## src/rtl/fpga_computer_pkg.sv

```systemverilog
// Shared constants for the front-panel teaching computer: module select codes
// and ALU operation codes.
package fpga_computer_pkg;

  localparam int DATA_W = 8;
  localparam int ADDR_W = 4;

  // Module select codes driven on SEL; codes 8-15 select nothing.
  typedef enum logic [3:0] {
    SEL_PC   = 4'd0,
    SEL_ACC  = 4'd1,
    SEL_BREG = 4'd2,
    SEL_ALU  = 4'd3,
    SEL_MAR  = 4'd4,
    SEL_RAM  = 4'd5,
    SEL_OUT  = 4'd6,
    SEL_IR   = 4'd7
  } sel_e;

  // ALU operation codes driven on OP.
  typedef enum logic [2:0] {
    ADD = 3'd0,
    SUB = 3'd1,
    DEC = 3'd2,
    INC = 3'd3,
    OC  = 3'd4,
    BND = 3'd5,
    BOR = 3'd6,
    BXR = 3'd7
  } alu_op_e;

endpackage

```

## src/rtl/fpga_computer_alu8.sv

```systemverilog
// Combinational 8-bit ALU: A is the accumulator, B the B register.
// All results wrap modulo 256; there are no flag outputs.
module fpga_computer_alu8
  import fpga_computer_pkg::*;
(
  input  logic [DATA_W-1:0] a,
  input  logic [DATA_W-1:0] b,
  input  logic [2:0]        op,
  output logic [DATA_W-1:0] result
);

  // Select the operation result for the current opcode.
  always_comb begin
    // NOTE: default assignment first so every path drives result and no latch is inferred.
    result = '0;
    case (op)
      ADD:     result = a + b;
      SUB:     result = a - b;
      DEC:     result = a - 8'd1;
      INC:     result = a + 8'd1;
      OC:      result = ~a;
      BND:     result = a & b;
      BOR:     result = a | b;
      BXR:     result = a ^ b;
      default: result = '0;
    endcase
  end

endmodule

```

## src/rtl/fpga_computer.sv

```systemverilog
// Top level of the front-panel teaching computer. One module is selected at a
// time; PRGM loads it from the switches, WE loads it from the bus register and
// OE copies its contents into the bus register. The PC free-runs while ON.
module fpga_computer
  import fpga_computer_pkg::*;
#(
  parameter int RAM_DEPTH = 16
) (
  input  logic       CLK,
  input  logic       RESET,
  input  logic [3:0] SEL,
  input  logic [7:0] PRGM_IN,
  input  logic [2:0] OP,
  input  logic       EN,
  input  logic       GO,
  input  logic       OE,
  input  logic       WE,
  input  logic       PRGM,
  input  logic       HLT,
  output logic [3:0] COUNT,
  output logic [7:0] BUS_OUT,
  output logic [7:0] CURRENT,
  output logic       ON
);

  logic [ADDR_W-1:0] pc;
  logic [ADDR_W-1:0] mar;
  logic [DATA_W-1:0] acc;
  logic [DATA_W-1:0] breg;
  logic [DATA_W-1:0] out_q;
  logic [DATA_W-1:0] ir;
  logic [DATA_W-1:0] bus_q;
  logic              on_q;
  logic [DATA_W-1:0] ram [RAM_DEPTH];

  logic [DATA_W-1:0] alu_y;
  logic [DATA_W-1:0] current_val;
  logic              load_en;
  logic [DATA_W-1:0] load_data;

  fpga_computer_alu8 u_alu (
    .a      (acc),
    .b      (breg),
    .op     (OP),
    .result (alu_y)
  );

  // Manual load source: switches win over the bus register.
  assign load_en   = PRGM | WE;
  assign load_data = PRGM ? PRGM_IN : bus_q;

  // Contents of the selected module, shown on the panel and offered to the bus.
  always_comb begin
    current_val = '0;
    case (SEL)
      SEL_PC:   current_val = {4'b0, pc};
      SEL_ACC:  current_val = acc;
      SEL_BREG: current_val = breg;
      SEL_ALU:  current_val = alu_y;
      SEL_MAR:  current_val = {4'b0, mar};
      SEL_RAM:  current_val = ram[mar];
      SEL_OUT:  current_val = out_q;
      SEL_IR:   current_val = ir;
      default:  current_val = '0;
    endcase
  end

  // Register file, bus register, run flag and RAM; manual loads, bus capture and PC stepping.
  always_ff @(posedge CLK or posedge RESET) begin
    if (RESET) begin
      // NOTE: RAM is deliberately left out of the reset branch; its contents survive reset.
      pc    <= '0;
      mar   <= '0;
      acc   <= '0;
      breg  <= '0;
      out_q <= '0;
      ir    <= '0;
      bus_q <= '0;
      on_q  <= 1'b0;
    end else begin
      // NOTE: non-blocking assignments so OE samples the pre-edge value of a module loaded on the same edge.
      on_q <= GO & EN & ~HLT;

      if (OE) bus_q <= current_val;

      if (load_en && SEL == SEL_PC) pc <= load_data[3:0];
      else if (on_q && !HLT)        pc <= pc + 4'd1;

      if (load_en) begin
        case (SEL)
          SEL_ACC:  acc       <= load_data;
          SEL_BREG: breg      <= load_data;
          SEL_MAR:  mar       <= load_data[3:0];
          SEL_RAM:  ram[mar]  <= load_data;
          SEL_OUT:  out_q     <= load_data;
          SEL_IR:   ir        <= load_data;
          default:  ;
        endcase
      end
    end
  end

  assign COUNT   = pc;
  assign BUS_OUT = bus_q;
  assign CURRENT = current_val;
  assign ON      = on_q;

endmodule

```

## config.mk

```make
export PLATFORM = sky130hd
export DESIGN_NAME = fpga_computer
export DESIGN_NICKNAME = d
export VERILOG_FILES = /design/src/rtl/fpga_computer_pkg.sv /design/src/rtl/fpga_computer_alu8.sv /design/src/rtl/fpga_computer.sv
export SDC_FILE = /design/constraint.sdc
export NUM_CORES = 1
export LEC_CHECK = 0
export CAP_MARGIN = 20
export CORE_UTILIZATION = 50
export CTS_CLUSTER_SIZE = 40
export DETAILED_ROUTE_END_ITERATION = 7
export PLACE_DENSITY = 0.65
export SLEW_MARGIN = 40
export SYNTH_ARGS = -nofsm -noshare
export SYNTH_HDL_FRONTEND = slang
export SYNTH_SLANG_ARGS = --single-unit
export TNS_END_PERCENT = 100
```

## constraint.sdc

```tcl
create_clock -name CLK -period 10.9 [get_ports CLK]
set_clock_uncertainty 0.2 [all_clocks]
set_input_delay 1.09 -clock CLK [delete_from_list [all_inputs] [get_ports CLK]]
set_output_delay 1.09 -clock CLK [all_outputs]
set_load 0.02 [all_outputs]
```

# --- Word-level counts from Yosys, hierarchy flattened ---
# Memory sizes are Yosys's and may differ from the RTL's.
# Index checks and enable logic that the tools add are counted.
word_totals:
  regBits: 49
  ram_bits: 128
  in_bits: 23
  output_inout_bits: 21
  word_cells: 57
  memories: 1
memory_table:
  columns: ["memory", "words", "width", "rd", "rd_clocked_by_memory_dff", "write_ports", "line", "rtl"]
  rows:
  - ["ram", 16, 8, 1, 0, 1, "fpga_computer.sv:34", "logic [DATA_W-1:0] ram [RAM_DEPTH];"]
classes:
  add_sub_neg: 5
  eq_ne: 14
  mux: 8
  bitwise: 8
  n_reduce_logical: 13
op_table:
  columns: ["cell", "n"]
  rows:
  - ["case mux 8 bit (8 select lines)", 2]
  - ["== test 4 x 3 -> 1 bit, second input constant", 4]
  - ["== test 3 bit, second input constant", 4]
  - ["AND reduction 2 bit", 5]
  - ["adder 8 x 1 -> 8 bit, second input constant", 1]
  - ["adder 8 bit", 1]
  - ["AND 8 bit", 1]
  - ["== test 4 x 2 -> 1 bit, second input constant", 2]
  - ["two-way mux 4 bit", 2]
  - ["two-way mux 8 bit", 1]
  - ["inverter 8 bit", 1]
  - ["OR 8 bit", 1]
  - ["subtractor 8 x 1 -> 8 bit, second input constant", 1]
  - ["subtractor 8 bit", 1]
  - ["bitwise XOR 8 bit", 1]
  - ["== test 3 x 2 -> 1 bit, second input constant", 2]
  - ["adder 4 x 1 -> 4 bit, second input constant", 1]
  - ["== test 4 x 1 -> 1 bit, second input constant", 1]
  - ["zero test 4 bit", 1]
  - ["== test 3 x 1 -> 1 bit, second input constant", 1]
  - ["logical AND 1 bit", 3]
  - ["zero test 3 bit", 1]
  - ["two-way mux 1 bit", 3]
  - ["AND 1 bit", 2]
  - ["other kinds (4)", 5]

# --- Logic depth before layout (Yosys ltp) ---
depth:
  depth_word: 5
  depth_mapped: 13
  depth_no_buf: 13

# --- Modules after synthesis ---
# A second synthesis with hierarchy kept.
hier_totals:
  cells_unflattened: 651
  hier_area_um2: 8663.3
by_module_without_submodules:
  columns: ["mod", "n_inst", "cells_each", "area_each_um2", "seq_area_each_um2"]
  rows:
  - ["fpga_computer", 1, 496, 7531.0, 5069.9]
  - ["fpga_computer_alu8", 1, 155, 1132.3, 0.0]

# --- Worst setup path before layout ---
# Ideal clock, no wire load.
synth_timing:
  path_kind: "input port to output port"
  from: "input OP[0]"
  to: "output CURRENT[7]"
  arrival_ps: 3917
  required_time_ps: 9610
  slack_ps: 5693
  path_stages: 12
  path_buffers: 2
  cell_sequence: "buf_1 -> clkbuf_1 -> nand2_1 -> o31a_1 -> o22ai_1 -> ha_1 -> a21oi_1 -> a31oi_1 -> o41a_1 -> or4_1 -> and2_1 -> nand2_1"
synth_between:
  elab_chain_cells: 3
  word_cells_on_any_way: 10
  classes_between: "eq/ne (7); mux (2); reduce/logical (1)"
synth_lines:
  columns: ["item", "line", "rtl"]
  rows:
  - ["start, declared", "fpga_computer.sv:13", "input logic [2:0] OP,"]
  - ["== test 3 bit (tied with other cells)", "fpga_computer_alu8.sv:16", "case (op)"]
  - ["case mux 8 bit (8 select lines) (*)", "fpga_computer_alu8.sv:16", null]
  - ["case mux 8 bit (8 select lines) (*)", "fpga_computer.sv:55", "case (SEL)"]
  - ["end, declared", "fpga_computer.sv:22", "output logic [7:0] CURRENT,"]
# Mark *: on every way between the ends. The rest lies on a longest branch, timed or not.

# --- Final worst setup path ---
layout_timing:
  from: "input OP[2]"
  to: "output CURRENT[7]"
# The elaborated chain is that of the path after synthesis.

==> implementation parameters <==
Parameter                              Value

Status
  Result of the run    completed

CTS
  TritonCTS clock tree    built
  CTS Hold Buffers Added    0
  Latest clock arrival within the worst-skew pair    about 0.42 ns
  # Post-CTS Setup Buffers    0
  Htree depth    4
  Number of resized instances in the post-cts repair step    0
  Number of clock sinks seen by CTS    177
  CTS buffer count    17
  Clock Tree Buf Depth    2
  Clock slew at the register clock pins of the worst setup and hold paths    approximately 0.070 ns
  Root Buffer    clkbuf_16

Cells and area
  Storage cell area    5071 µm²
  Most common cell after layout, fill and taps aside    edfxtp_1
  Layout Nets    727
  Leading cell types in the layout, fill and taps excluded    edfxtp_1 (128), nor2_1 (59), dfrtp_1 (48)
  Share of post-route cells with drive strength above 1    14.49%
  Total area of multi-input combinational cells    roughly 3200 µm²
  Post-layout util    58.78%
  Layout area overhead    14.39%
  Antenna fix cells    0
  # fillers    1368

Yosys
  Share of the synthesized area in the top cell type    45.10%
  Cell type with the highest aggregate area in the netlist    edfxtp_1
  Warnings, synthesis    0
  Cell types occupying the most area after synthesis    edfxtp_1 (45%), dfrtp_1 (14%), mux4_2 (11%), ha_1 (3.8%), mux2i_1 (3.1%)
  Average cell area after synthesis    13.42 µm²
  Most used DFF post-synth    edfxtp_1
  EDFF count, synth    128
  Synthesized flop and latch total    approximately 180
  Post-synthesis cell type count    59
  Syn Inst Count    around 640
  Post-synth net total    685
  Ys async rst share    27.68%
  Part of the Yosys area used for sequential elements    59.49%
  Area of the mapped netlist    8522 µm²

Global routing
  Wire length of the first global-routing pass    31730 µm
  Total Routing Usage GR    24.64%
  Via count of the first global-routing pass    5567
  Maximum number of pins on one net before global-route repair    50
  Remaining global-route overflow    0
  Antenna violations before repair    0

Power and ir drop
  Reported leakage power    3.561 nW
  Share of total power consumed by net switching    29.78%
  Relative contribution of the clock network to total power    a little under a third
  Sequential Power Share    roughly 45%
  Peak supply drop    0.0001224 V
  Power density over cell area    193.9 nW/µm²
  Internal power    1.328 mW
  Switching power    0.5630 mW
  Combinational share of power    24.0%

Timing
  Unrepaired setup endpoints after global routing    false
  Max-slew violation count    0
  Post-layout minimum cycle time    roughly 6.4 ns
  Fin crit share    about three fifths
  Finish-stage setup viols    0
  Post-route setup TNS    0 ns
  Number of hold violations in the final report    0
  Worst slew margin relative to its limit    41.69%
  Hold Slack    ~0.3 ns
  Upper clock frequency limit    156.4 MHz
  Tightest Pin Transition    0.8503 ns

Floorplanning
  Vertical die dimension    132.6 µm
  Floorplan die width    132.6 µm
  Core region area    ~17000 µm²
  Die Area    around 18000 µm²
  Count of boundary I/O pins    44
  Row cnt    47
  Starting utilization of the core area    approximately half

Worst setup path
  Depth of the most critical reg-to-reg path    11
  Required time of the critical path    9.61 ns
  Setup crit end kind    output port
  Top fanout value on the critical path    23
  Reg-to-Reg Start    breg[0]
  Critical Path AT    5.10 ns
  Worst R2R End    BUS_OUT[7]
  Type of the worst setup path    primary input to output port
  R2r setup slk    ~7.3 ns
  Crit start category    primary input

Detailed routing
  Residual DRC count    0
  Avg WL per Cell    22.12 µm
  Number of vias after detailed routing    5326
  First-pass DRT Iterations    5
  Initial DRC Count    492
  Number of antenna-violating nets in the routed design    0
  Number of vias per cell after detailed routing    5.853
  Total Routed Length    20130 µm

Placed design
  Half-perimeter wire length of the detailed placement result    13770 µm
  RePlAce Congestion    around 0.9
  Count of input and output buffers    43

Run
  # Max-Cap Violations    0

Worst hold path
  Worst hold path depth    2
  Capture endpoint of the worst hold path    out_q[1]
  Startpoint of the tightest hold check path    out_q[1]
  Worst min-delay path category    flip-flop to flip-flop
## flip-flops by register name, summed over array words and instances (netlist names)
name     cells
BUS_OUT      8
ram        128
acc          8
ir           8
COUNT        4
mar          4
out_q        8
breg         8
ON           1
## critical path: stages
cell	delay, ns
clkdlybuf4s50_1	0.82
nand2b_1	0.44
a21oi_1	0.18
o22ai_1	0.12
ha_1	0.37
a21oi_1	0.21
a31oi_1	0.17
o41a_1	0.35
or4_1	0.50
and2_1	0.19
nand2_1	0.07
clkdlybuf4s50_1	0.60
## per-stage QoR
step | worst slack [ns] | total power [mW] | cell area (µm²) | cells
after floorplan | 5.693 | 1.155 | 8522 | 635
after global placement | 4.392 | 1.300 | 9183 | 878
after detailed placement | 4.377 | 1.316 | 9188 | 878
after CTS | 4.360 | 1.906 | 9756 | 910
after global routing | 4.242 | 1.981 | 9748 | 910
final | 4.505 | 1.891 | 9748 | 910
## synth_stat cells (7+ instances only)
master    number
edfxtp_1     128
nor2_1        60
dfrtp_1       49
nand2_1       45
mux4_2        42
o21ai_0       37
inv_1         36
a21oi_1       33
ha_1          26
mux2i_1       26
clkbuf_1      21
nor3_1        13
nand2b_1       8
mux2_2         7
nor2b_1        7
## kinds of logic (layout without fill, tap and decap cells)
logic type / count (synthesis) / count (layout) / share of synthesized area [%]
compound gates: 116 / 116 / 8.398
xor+xnor: 5 / 5 / 0.5140
fa+ha+maj: 27 / 27 / 4.052
buf+inv: 67 / 122 / 3.098
flops: 177 / 177 / 59.49
mux: 75 / 75 / 15.08
simple gates: 168 / 168 / 9.367
## worst max-delay path by stage
stage	from	end	slack [ns]	cells past startpoint
3_5_place_dp	OP[0]	CURRENT[7]	4.38	12
5_1_grt	OP[2]	CURRENT[7]	4.24	12
6_report	OP[2]	CURRENT[7]	4.51	12
4_1_cts	OP[0]	CURRENT[7]	4.36	12
2_1_floorplan	OP[0]	CURRENT[7]	5.69	12
3_3_place_gp	OP[0]	CURRENT[7]	4.39	12
## final cells by class
cell class / count / share of cell area [%]
clock buffers: 19 / 4.441
clock inverters: 13 / 1.386
inverters: 36 / 1.386
multi-input cells: 391 / 32.83
flip-flops and latches: 177 / 52.02
well taps: 220 / 2.824
repair buffers: 54 / 5.108
## power by group through the flow
stage | clock network (mW) | registers, mW | logic [mW]
floorplan | 0 | 0.849 | 0.307
global placement | 0 | 0.859 | 0.441
detailed placement | 0 | 0.861 | 0.455
CTS | 0.602 | 0.847 | 0.457
global route | 0.627 | 0.854 | 0.500
finish | 0.590 | 0.847 | 0.453
## routing by layer
metal	vias up	track usage [%]	part of all wire (%)
met5	-	0	0
met4	0	9.195	2.0
met3	28	4.368	4.6
met2	157	41.78	51
met1	2668	31.83	43
li1	2473	-	-
Note: power is estimated with default switching activity, not from simulation.
==> patch: new RTL, config.mk and constraints unchanged <==
Register the input `PRGM_IN` before use, without a reset. The logic sees it one clock later. The other inputs are not delayed to match.
--- a/src/rtl/fpga_computer.sv
+++ b/src/rtl/fpga_computer.sv
@@ -24,4 +24,10 @@
 );
 
+  logic [7:0] PRGM_IN_q;
+
+  always_ff @(posedge CLK) begin
+    PRGM_IN_q <= PRGM_IN;
+  end
+
   logic [ADDR_W-1:0] pc;
   logic [ADDR_W-1:0] mar;
@@ -48,5 +54,5 @@
   // Manual load source: switches win over the bus register.
   assign load_en   = PRGM | WE;
-  assign load_data = PRGM ? PRGM_IN : bus_q;
+  assign load_data = PRGM ? PRGM_IN_q : bus_q;
 
   // Contents of the selected module, shown on the panel and offered to the bus.
Formal check against the unedited RTL: not equivalent (a bounded check fails within 4 cycles, from zero or initial values and one cycle with RESET high).
==> patch against the original RTL <==
Hold slack improved by 0.038 ns. Clock power grew 2%. Critical path depth is 1 lower. Area after synthesis grew 1.6%. Design area is 1.8% higher. Routed wire length decreased by 4.3%. Combinational power is 8.8% higher. Setup slack better by 0.25 ns. Sequential cell count rose by 8. Critical path type unchanged. Critical endpoint unchanged. Highest routed layer unchanged. Final cell count rose by 0.44%. Power up 5.0%.
==> patch: results (changes against the original RTL) <==
.. list-table::
   :header-rows: 1

   * - Metric
     - Value
   * - R2r setup slk
     - 7.37 ns (+0.03 ns)
   * - Wire length of the first global-routing pass
     - 30.4 mm (-4.3%)
   * - Via count of the first global-routing pass
     - 5410 (-2.8%)
   * - DR iter-0 viols
     - 426 (-13%)
   * - Worst reg2reg path startpoint
     - breg[1]
   * - Critical path's largest stage delay
     - 0.93 ns (+0.11 ns)
   * - Leading cell types by count after synthesis
     - edfxtp_1 (128), nor2_1 (78), a21oi_1 (66)
   * - Actual slew at the worst max-slew pin
     - 0.832 ns (-0.0185 ns)
   * - Peak supply drop
     - 0.121 mV (-0.89%)
   * - Top post-synthesis cells by area
     - edfxtp_1 (44%), dfrtp_1 (14%), mux4_2 (11%)
   * - Depth of the worst register-to-register path
     - 12 (+1)
   * - CP Data Arrival Time
     - 4.86 ns (-0.24 ns)
   * - Peak fanout along the critical path
     - 20 (-13%)
   * - Sw Ratio
     - 30.7% (+0.91 points)
   * - Half-perimeter wire length after detailed placement
     - 13.4 mm (-2.8%)
   * - Area of placed instances
     - 9330 um^2 (+1.5%)
   * - Synthesized-area fraction occupied by adder cells
     - 3.99% (-0.064 points)
   * - Cell with the largest stage delay on the worst path
     - clkdlybuf4s50_1
   * - Aggregate routed wire length
     - 19.3 mm (-4.3%)
   * - Net count of the mapped netlist
     - 693 (+1.2%)
   * - Final weighted congestion in routability-driven placement
     - 0.835 (-7.6%)
   * - Max Freq
     - 163 MHz (+4.0%)
   * - Post-synthesis cell type count
     - 56 (-5.1%)
   * - Average vias per placed instance
     - 5.86 (+0.20%)
   * - Static leakage power
     - 3.66 nW (+2.8%)
   * - Result of the run
     - finished, final reports clean
   * - Setup Slack @ Placement
     - 4.79 ns (+0.413 ns)
   * - Xor/xnor cell area share of the yosys netlist
     - 0.506% (-0.0082 points)
   * - Fraction of synthesis flops using an asynchronous set or reset pin
     - 26.5% (-1.2 points)
patch: cell type report:
cell class	instances	area (um^2)	share of cell area, %
Clock buffer	21	480	4.84
Clock inverter	11	105	1.06
Inverter	36	138	1.39
Multi-Input combinational cell	387	3190	32.1
Sequential cell	185	5230	52.7
Tap cell	220	275	2.77
Timing Repair Buffer	54	503	5.07
patch: metal layers:
layer	global-route usage (%)	vias to the layer above	share of wire, %
met5	0	-	0
met4	8.46	0	2.0
met3	3.50	19	3.2
met2	38.9	111	51
met1	29.9	2736	43
li1	-	2494	-
patch: cells by family (layout without fill, tap and decap cells):
group                      after synthesis  in the layout
AOI/OAI and AO/OA                      133            133
xor gates and xnor gates                 5              5
adders and majority gates               27             27
buffers and inverters                   71            122
DFF                                    185            185
muxes                                   74             74
and+or+nand+nor                        148            148
patch: worst min-delay path by stage:
stage              from  endpoint  slack, ns
2_1_floorplan  out_q[3]  out_q[3]       0.29
3_3_place_gp   out_q[7]  out_q[7]       0.31
3_5_place_dp      ir[5]     ir[5]       0.32
4_1_cts           ir[5]     ir[5]       0.34
5_1_grt           ir[1]     ir[1]       0.35
6_report          ir[4]     ir[4]       0.33
patch: power groups by stage:
stage	combinational [mW]	clock, mW	sequential [mW]
2_1_floorplan	0.356	0	0.887
6_report	0.493	0.599	0.894
3_3_place_gp	0.482	0	0.906
4_1_cts	0.498	0.608	0.894
3_5_place_dp	0.496	0	0.909
5_1_grt	0.546	0.634	0.903
patch: worst reg2reg max path: cells and delay by family, from the launching register on:
kind	cells	cell delay (ns)
mux	1	0.28
fa+ha+maj	1	0.34
simple gates	4	1.13
flops	1	0.46
compound gates	6	0.99
patch: through the flow:
stage	instances	power, mW
after floorplan	643	1.24
after global placement	882	1.39
after detailed placement	882	1.40
after CTS	914	2.00
after global routing	914	2.08
final	914	1.99
